==> src/rtl/vga_pkg.sv <==
// Shared VGA 640x480@60 timing constants and types for the Nexys 4 DDR video path.
// Sync windows are derived from the porch/sync widths so retiming only touches the basic counts.
package vga_pkg;

   localparam int CLK_PER_PIX = 4;

   localparam int H_ACTIVE = 640;
   localparam int H_FP     = 16;
   localparam int H_SYNC   = 96;
   localparam int H_BP     = 48;
   localparam int H_TOTAL  = H_ACTIVE + H_FP + H_SYNC + H_BP;

   localparam int V_ACTIVE = 480;
   localparam int V_FP     = 10;
   localparam int V_SYNC   = 2;
   localparam int V_BP     = 33;
   localparam int V_TOTAL  = V_ACTIVE + V_FP + V_SYNC + V_BP;

   localparam int H_SYNC_START = H_ACTIVE + H_FP;
   localparam int H_SYNC_END   = H_SYNC_START + H_SYNC - 1;
   localparam int V_SYNC_START = V_ACTIVE + V_FP;
   localparam int V_SYNC_END   = V_SYNC_START + V_SYNC - 1;

   localparam int COORD_W = 10;
   localparam int RGB_W   = 12;

   typedef logic [COORD_W-1:0] coord_t;
   typedef logic [RGB_W-1:0]   rgb_t;

endpackage

==> src/rtl/pix_en_gen.sv <==
// Pixel-rate clock enable: one-cycle pulse on the last master clock of every pixel period.
// Any pixel-rate logic can share this instead of running on a divided clock.
module pix_en_gen #(
   parameter int CLK_PER_PIX = 4
) (
   input  logic clk,
   input  logic rst,
   input  logic en,
   output logic pix_tick
);

   localparam int TC_W = (CLK_PER_PIX > 1) ? $clog2(CLK_PER_PIX) : 1;
   localparam logic [TC_W-1:0] TC_LAST = TC_W'(CLK_PER_PIX - 1);

   logic [TC_W-1:0] tc;
   logic [TC_W-1:0] tc_next;
   logic            tick_q;

   always_comb begin
      tc_next = (tc == TC_LAST) ? '0 : tc + 1'b1;
   end

   // The tick is registered from the upcoming count so it lines up with tc == last.
   always_ff @(posedge clk or negedge rst) begin
      if (!rst) begin
         tc     <= '0;
         tick_q <= 1'b0;
      end else if (!en) begin
         tc     <= '0;
         tick_q <= 1'b0;
      end else begin
         tc     <= tc_next;
         tick_q <= (tc_next == TC_LAST);
      end
   end

   assign pix_tick = tick_q & en;

endmodule

==> src/rtl/vga_timing_gen.sv <==
// VGA raster timing generator: pixel coordinates out to the drawing logic, then hsync/vsync/RGB
// registered one pixel later so every pin changes on the same clock edge.
module vga_timing_gen
   import vga_pkg::*;
#(
   parameter int CLK_PER_PIX = vga_pkg::CLK_PER_PIX,
   parameter int H_ACTIVE    = vga_pkg::H_ACTIVE,
   parameter int H_FP        = vga_pkg::H_FP,
   parameter int H_SYNC      = vga_pkg::H_SYNC,
   parameter int H_BP        = vga_pkg::H_BP,
   parameter int V_ACTIVE    = vga_pkg::V_ACTIVE,
   parameter int V_FP        = vga_pkg::V_FP,
   parameter int V_SYNC      = vga_pkg::V_SYNC,
   parameter int V_BP        = vga_pkg::V_BP
) (
   input  logic               clk,
   input  logic               rst,
   input  logic               en,
   input  logic [RGB_W-1:0]   rgb_in,
   output logic               pix_tick,
   output logic [COORD_W-1:0] pix_x,
   output logic [COORD_W-1:0] pix_y,
   output logic               video_on,
   output logic               frame_start,
   output logic               hsync,
   output logic               vsync,
   output logic [RGB_W-1:0]   rgb_out
);

   localparam int H_TOT = H_ACTIVE + H_FP + H_SYNC + H_BP;
   localparam int V_TOT = V_ACTIVE + V_FP + V_SYNC + V_BP;

   localparam coord_t H_LAST   = coord_t'(H_TOT - 1);
   localparam coord_t V_LAST   = coord_t'(V_TOT - 1);
   localparam coord_t H_ACT_C  = coord_t'(H_ACTIVE);
   localparam coord_t V_ACT_C  = coord_t'(V_ACTIVE);
   localparam coord_t HS_FIRST = coord_t'(H_ACTIVE + H_FP);
   localparam coord_t HS_LAST  = coord_t'(H_ACTIVE + H_FP + H_SYNC - 1);
   localparam coord_t VS_FIRST = coord_t'(V_ACTIVE + V_FP);
   localparam coord_t VS_LAST  = coord_t'(V_ACTIVE + V_FP + V_SYNC - 1);

   coord_t h_next;
   coord_t v_next;
   logic   wrap_h;
   logic   wrap_v;
   logic   hs_n;
   logic   vs_n;
   logic   fs_q;
   logic   running;

   pix_en_gen #(
      .CLK_PER_PIX (CLK_PER_PIX)
   ) u_pix_en (
      .clk      (clk),
      .rst      (rst),
      .en       (en),
      .pix_tick (pix_tick)
   );

   always_comb begin
      wrap_h = (pix_x == H_LAST);
      wrap_v = (pix_y == V_LAST);
      h_next = wrap_h ? '0 : pix_x + 1'b1;
      v_next = pix_y;
      if (wrap_h) begin
         v_next = wrap_v ? '0 : pix_y + 1'b1;
      end
      hs_n = !((pix_x >= HS_FIRST) && (pix_x <= HS_LAST));
      vs_n = !((pix_y >= VS_FIRST) && (pix_y <= VS_LAST));
   end

   // Coordinate stage; running marks that the current (0,0) start has already been announced.
   always_ff @(posedge clk or negedge rst) begin
      if (!rst) begin
         pix_x    <= '0;
         pix_y    <= '0;
         video_on <= 1'b1;
         fs_q     <= 1'b0;
         running  <= 1'b0;
      end else if (!en) begin
         pix_x    <= '0;
         pix_y    <= '0;
         video_on <= 1'b1;
         fs_q     <= 1'b0;
         running  <= 1'b0;
      end else begin
         running <= 1'b1;
         fs_q    <= 1'b0;
         if (pix_tick) begin
            pix_x    <= h_next;
            pix_y    <= v_next;
            video_on <= (h_next < H_ACT_C) && (v_next < V_ACT_C);
            fs_q     <= wrap_h && wrap_v;
         end
      end
   end

   assign frame_start = rst & en & (fs_q | ~running);

   // Display stage captures the pixel that is just ending, so pins trail coordinates by one pixel.
   always_ff @(posedge clk or negedge rst) begin
      if (!rst) begin
         hsync   <= 1'b1;
         vsync   <= 1'b1;
         rgb_out <= '0;
      end else if (!en) begin
         hsync   <= 1'b1;
         vsync   <= 1'b1;
         rgb_out <= '0;
      end else if (pix_tick) begin
         hsync   <= hs_n;
         vsync   <= vs_n;
         rgb_out <= video_on ? rgb_in : '0;
      end
   end

endmodule
==> config.mk <==
export PLATFORM = sky130hd
export DESIGN_NAME = vga_timing_gen
export DESIGN_NICKNAME = d
export VERILOG_FILES = /design/src/rtl/vga_pkg.sv /design/src/rtl/pix_en_gen.sv /design/src/rtl/vga_timing_gen.sv
export SDC_FILE = /design/constraint.sdc
export NUM_CORES = 1
export LEC_CHECK = 0
export CAP_MARGIN = 10
export CORE_MARGIN = 2
export CORE_UTILIZATION = 45
export DETAILED_ROUTE_END_ITERATION = 7
export DONT_BUFFER_PORTS = 1
export PLACE_DENSITY = 0.61
export SYNTH_ARGS = -nofsm -noshare
export SYNTH_HDL_FRONTEND = slang
export SYNTH_SLANG_ARGS = --single-unit
export TNS_END_PERCENT = 100
==> constraint.sdc <==
create_clock -name clk -period 2.6 [get_ports clk]
set_input_delay 0.52 -clock clk [delete_from_list [all_inputs] [get_ports clk]]
set_output_delay 0.52 -clock clk [all_outputs]
set_load 0.005 [all_outputs]
==> reports/results.tsv, run 1 <==
metric	value	unit
syn_area	2110	um2
worst_slew_pin_slew	459	ps
yosysTopAreaCell	dfrtp_1	
place_hpwl	3270	um
synthXorXnorAreaFrac	3.32	%
fin_crit_sh	88.9	%
power.density	537	nW/um2
grt_setup_unrepaired	false	
nNetsFinal	259	
seqCellArea	1000	um2
worstPathMaxFanout	11	
yosysMostFrequentCell	dfrtp_1	
avgViaCountPerCell	5.78	
post-route-min-period	2310	ps
async_flop_share	100	%
clk_latency	290	ps
crit_buf_inv	0	
die_w	72.5	um
synth_adder_area_share	4.15	%
ios	52	
numCtsBuffers	5	
critical_path.top_delay_family	simple AND/OR/NAND/NOR gates	
slowest_delay	590	ps
grt_pass1_vias	1635	
max_freq	432	MHz
met2_length	2120	um
slew_violations	0	
synthCells	231	
final_util	52.3	%
antenna_found_initial	0	
clock_path_buffers	2	
gr-total-overflow	0	
hold_ws	50.5	ps
n_fill_cell	405	
ys_types	38	
clock-sinks	40	
synth_edf_count	0	
placed_area	2190	um2
fin_skew	13.5	ps
area_growth	10.2	%
hp-class	in -> async	
coreArea	4440	um2
synthSimpleGateAreaFrac	26.0	%
portBuffers	0	
drt-met1-wl	2260	um
dr_wl_met3	358	um
p_leak	0.985	nW
syn-num-nets	253	
placed_cells	281	
ys.flop_type	dfrtp_1	
dieArea	5250	um2
fin_tns_setup	0	ps
crit_arrival	2530	ps
grt_max_degree	38	
rows	24	
seqPwrFrac	52.5	%
drt-pass1-iter-count	4	
cts_resized	0	
syn_avg_cell_area	9.14	um2
ir_worst_vdd	0.301	mV
stdcell_area	2330	um2
vias	1676	
clkTransAtPathRegs	90	ps
yosysTopAreaCellShare	43.9	%
synth_warnings	0	
drive_gt1_share	11.8	%
drt_drc_violations_left	0	
cap_viol_max_count	0	
p_comb_share	5.9	%
finalHoldViolCount	0	
cts_tree	built	
path_class	reg -> reg	
synth.area.mux_share	1.42	%
diodes	0	
p_int	0.952	mW
maxUsedRoutingLayer	met4	
p_clk_share	41.7	%
wl	4790	um
path_cells	or4b_4 > or4_4 > or4_1 > a21oi_1	
groute.usage.overall	19.5	%
initial_core_util	47.5	%
synth_top_family_by_area	simple AND/OR/NAND/NOR gates	
die_h	72.5	um
multi_input_area	1000	um2
setup_viol	0	
cp.required	2820	ps
synth_seq_cells	40	
crit_path_start_kind	flop	
power_switching	0.297	mW
endpoint_kind	flop	
grt_pass1_wl	8020	um
ys_seq_area_share	47.6	%
synth_compound_area_share	12.7	%
status	complete, no violations	
slew_headroom	69.1	%
synthTopCellsByCount	37 x dfrtp_1, 26 x nand2_1, 23 x nor2_1	
finalWeightedCongestion	0.843	
final_antenna_net_count	0	
avgRoutedWirePerCell	16.5	um
cts_max_level	2	
slowest_stage	or4b_4	
yosys-top-cells-area	dfrtp_1 44%, a21oi_1 5.2%, nand3_1 5.0%, nand2_1 4.6%, ha_1 4.1%	
root_buffer	clkbuf_8	
finalNonFillerCells	290	
drt_iter0_drc	88	
switching_share	23.8	%
==> metal layers <==
| layer | track usage [%] | vias up |
|---|---|---|
| li1 | - | 831 |
| met1 | 27.5 | 784 |
| met2 | 29.1 | 56 |
| met3 | 5.83 | 5 |
| met4 | 5.97 | 0 |
| met5 | 0 | - |
==> kinds of logic after synthesis <==
| group | Yosys count |
|---|---|
| buf+inv | 23 |
| compound gates | 45 |
| fa+ha+maj | 7 |
| simple gates | 105 |
| flops | 40 |
| xor+xnor | 8 |
| mux | 3 |
==> state kept, by name (all words and copies together) (netlist names) <==
signal and cells:
pix_x 10, fs_q 1, hsync 1, vsync 1, rgb_out 12, pix_y 10
video_on 1, running 1, u_pix_en.tc 2, u_pix_en.tick_q 1
==> layout make-up <==
cell class | instances | share of cell area (%)
inverters | 11 | 1.78
repair buffers | 11 | 4.09
clock buffers | 5 | 2.96
clock inverters | 3 | 1.99
multi-input cells | 168 | 43.2
well taps | 52 | 2.80
flip-flops and latches | 40 | 43.2
==> power groups by stage <==
stage	combinational [mW]	sequential (mW)	clock, mW
6_report	0.0733	0.655	0.520
5_1_grt	0.0846	0.658	0.566
4_1_cts	0.0757	0.655	0.533
3_5_place_dp	0.0603	0.668	0
3_3_place_gp	0.0589	0.668	0
2_1_floorplan	0.0459	0.662	0
==> per-stage QoR <==
step                setup slack [ps]  power [mW]
global route                     189        1.31
floorplan                        337       0.708
finish                           288        1.25
detailed placement               317       0.728
global placement                 327       0.727
CTS                              303        1.26
==> cells in the final DEF (no fill, tap or decap), types with 7 or more instances in the layout <==
| cell | instances |
|---|---|
| nand4_1 | 9 |
| o21ai_0 | 9 |
| ha_1 | 7 |
| nor2_1 | 23 |
| nand2_1 | 26 |
| inv_1 | 11 |
| nand3_1 | 21 |
| dfrtp_1 | 37 |
| buf_4 | 10 |
| a21oi_1 | 22 |
==> repair_timing <==
action	in CTS	in global routing
endpoints found under the hold margin	37	0
hold buffers	1	0
setup buffers	0	0
==> path summary, 6_finish.rpt <==
path	startpoint	end	slack [ps]	depth (start not counted)
min	rst	running	50	1
max reg2reg	pix_x[6]	pix_y[5]	290	4
max	pix_x[6]	pix_y[5]	290	4
min reg2reg	u_pix_en.tc[0]	u_pix_en.tc[0]	460	1
max in group asynchronous	rst	pix_x[1]	2350	1
min in group clk	en	running	240	0
(Power assumes the default switching activity.)
==> run 2: changes to the inputs <==
- SYNTH_HIERARCHICAL: default -> 1
==> reports/results.tsv, run 2 <==
metric	value	unit	change
status	complete, no violations		unchanged
synth.area.mux_share	0.512	%	was 1.42%
path_cells	ha_1 > nand4b_1 > or4_4 > o211ai_2 > a21oi_1 > o21ai_0 > o31ai_1		was or4b_4 > or4_4 > or4_1 > a21oi_1
total_power	1.23	mW	was 1.25 mW
cts_resized	0		unchanged
groute.usage.overall	19.7	%	was 19.5%
rows	25		was 24
die_w	73.9	um	was 72.5 um
clock_path_buffers	2		unchanged
coreArea	4720	um2	was 4440 um2
worstPathMaxFanout	11		unchanged
drt_drc_violations_left	0		unchanged
drt-met1-wl	2250	um	was 2260 um
synth_warnings	6		was 0
yosysTopAreaCellShare	42.1	%	was 43.9%
endpoint_kind	flop		unchanged
ys_types	43		was 38
drt-pass1-iter-count	4		unchanged
die_h	73.9	um	was 72.5 um
drive_gt1_share	10.4	%	was 11.8%
largest_reg_flops	12		unchanged
max_freq	458	MHz	was 432 MHz
synth_edf_count	0		unchanged
slew_violations	0		unchanged
grt_pass1_wl	8340	um	was 8020 um
slowest_delay	520	ps	was 590 ps
ir_worst_vdd	0.243	mV	was 0.301 mV
maxUsedRoutingLayer	met4		unchanged
cap_viol_max_count	0		unchanged
finalNonFillerCells	307		was 290
initial_core_util	46.6	%	was 47.5%
synth_seq_cells	40		unchanged
async_flop_share	100	%	unchanged
clock-sinks	40		unchanged
synth_adder_area_share	3.98	%	was 4.15%
gr-total-overflow	0		unchanged
synthTopCellsByCount	37 x dfrtp_1, 29 x nand2_1, 23 x nand3_1		was 37 x dfrtp_1, 26 x nand2_1, 23 x nor2_1
crit_path_start_kind	flop		unchanged
hp-class	in -> async		unchanged
place_hpwl	3320	um	was 3270 um
grt_setup_unrepaired	false		unchanged
area_growth	9.04	%	was 10.2%
synthXorXnorAreaFrac	3.18	%	was 3.32%
diodes	0		unchanged
synthCells	238		was 231
regMostFlops	rgb_out		unchanged
met2_length	2280	um	was 2120 um
clk_latency	300	ps	was 290 ps
ios	52		unchanged
final_util	50.8	%	was 52.3%
fin_skew	5.72	ps	was 13.5 ps
slowest_stage	or4_4		was or4b_4
largestRegisters	rgb_out: 12 flops, pix_x: 10 flops, pix_y: 10 flops		unchanged
fin_crit_sh	84.0	%	was 88.9%
setup_viol	0		unchanged
path_class	reg -> reg		unchanged
dieArea	5470	um2	was 5250 um2
post-route-min-period	2180	ps	was 2310 ps
power.density	511	nW/um2	was 537 nW/um2
numCtsBuffers	5		unchanged
layout_common_cells	37 x dfrtp_1, 29 x nand2_1, 23 x nand3_1		was 37 x dfrtp_1, 26 x nand2_1, 23 x nor2_1
synthSimpleGateAreaFrac	27.1	%	was 26.0%
grt_max_degree	38		unchanged
fin_tns_setup	0	ps	unchanged
finalHoldViolCount	0		unchanged
grt_pass1_vias	1597		was 1635
crit_arrival	2360	ps	was 2530 ps
portBuffers	0		unchanged
final_common_cell	dfrtp_1		unchanged
postCtsSetupBuffers	0		unchanged
synth_top_family_by_area	simple AND/OR/NAND/NOR gates		unchanged
r2r-start	pix_x[1]		was pix_x[6]
worst_slew_pin_slew	455	ps	was 459 ps
syn_area	2200	um2	was 2110 um2
ys_seq_area_share	45.7	%	was 47.6%
placed_cells	298		was 281
yosysTopAreaCell	dfrtp_1		unchanged
clkTransAtPathRegs	90	ps	about the same
avgViaCountPerCell	5.58		was 5.78
wl	4970	um	was 4790 um
synth_compound_area_share	15.8	%	was 12.7%
r2r_cells	7		was 4
rr_endpoint	pix_y[7]		was pix_y[5]
syn-num-nets	260		was 253
yosysMostFrequentCell	dfrtp_1		unchanged
finalWeightedCongestion	0.856		was 0.843
p_leak	0.940	nW	was 0.985 nW
antenna_found_initial	0		unchanged
root_buffer	clkbuf_8		unchanged
ys.flop_type	dfrtp_1		unchanged
cts_tree	built		unchanged
slew_headroom	69.6	%	was 69.1%
yosys-top-cells-area	dfrtp_1 42%, a21boi_0 5.8%, nand3_1 5.2%, nand2_1 4.9%, ha_1 4.0%		was dfrtp_1 44%, a21oi_1 5.2%, nand3_1 5.0%, nand2_1 4.6%, ha_1 4.1%
dr_wl_met3	405	um	was 358 um
vias	1713		was 1676
cp.required	2780	ps	was 2820 ps
syn_avg_cell_area	9.25	um2	was 9.14 um2
final_antenna_net_count	0		unchanged
nNetsFinal	261		was 259
drt_iter0_drc	142		was 88
avgRoutedWirePerCell	16.2	um	was 16.5 um
cts_max_level	2		unchanged
rrSetupSlack	420	ps	was 290 ps
==> run 2: cell types whose count changed after synthesis, sizes merged, moves of 6 or more <==
cell,delta
and2,+6
a21oi,-17
o21ai,+8
nor2,-11
a21boi,+17
==> run 2: worst max-delay path by stage <==
stage	to	depth (start not counted)	slack, ps	start
global route	pix_y[6]	7	220	pix_x[1]
floorplan	video_on	8	630	pix_x[1]
global placement	pix_y[6]	7	500	pix_x[1]
CTS	pix_y[7]	7	400	pix_x[1]
finish	pix_y[7]	7	420	pix_x[1]
detailed placement	pix_y[7]	7	420	pix_x[1]
==> run 2: worst max-delay path: cells and delay by family (launching register included) <==
kind,cells,cell delay (ps)
adder cells (fa/ha/maj),1,300
AO/OA/AOI/OAI,4,660
AND/OR/NAND/NOR,2,660
flip-flops,1,430
==> run 2: final cells by class <==
cell class	count	area (um2)
repair buffers	5	50.0
fillers	436	2320
clock buffers	5	68.8
clock inverters	3	46.3
multi-input cells	178	1110
well taps	67	83.8
inverters	9	33.8
flip-flops and latches	40	1000
==> run 2: where the power goes <==
part           switching (mW)  leakage, nW  internal [mW]  total [mW]
Sequential            0.00959        0.543          0.633       0.642
Clock                   0.240       0.0548          0.289       0.529
Combinational          0.0337        0.343         0.0208      0.0546
Total                   0.283        0.940          0.943        1.23
==> run 2: cells by family (layout without fill, tap and decap cells) <==
| group | count (synthesis) | count (layout) |
|---|---|---|
| mux | 1 | 1 |
| compound gates | 52 | 52 |
| fa+ha+maj | 7 | 7 |
| simple gates | 110 | 110 |
| xor+xnor | 8 | 8 |
| flops | 40 | 40 |
| buf+inv | 20 | 22 |
==> run 2: what timing repair did <==
item | CTS | global route
hold endpoints to repair | 37 | 0
setup endpoints to repair | 0 | 0
hold buffers | 1 | 0
==> run 2: routing by layer <==
metal  up-vias  global-route usage (%)
met5         -                       0
met3         5                    5.96
met2        53                    28.3
li1        838                       -
met1       817                    28.5
met4         0                    6.06
==> run 2: stage by stage <==
step | hold slack, ps | instance area (um2) | worst slack [ps]
floorplan | 224 | 2200 | 628
detailed placement | 226 | 2260 | 425
global placement | 225 | 2260 | 495
global route | 28.9 | 2400 | 216
CTS | 39.3 | 2400 | 404
finish | 51.6 | 2400 | 416
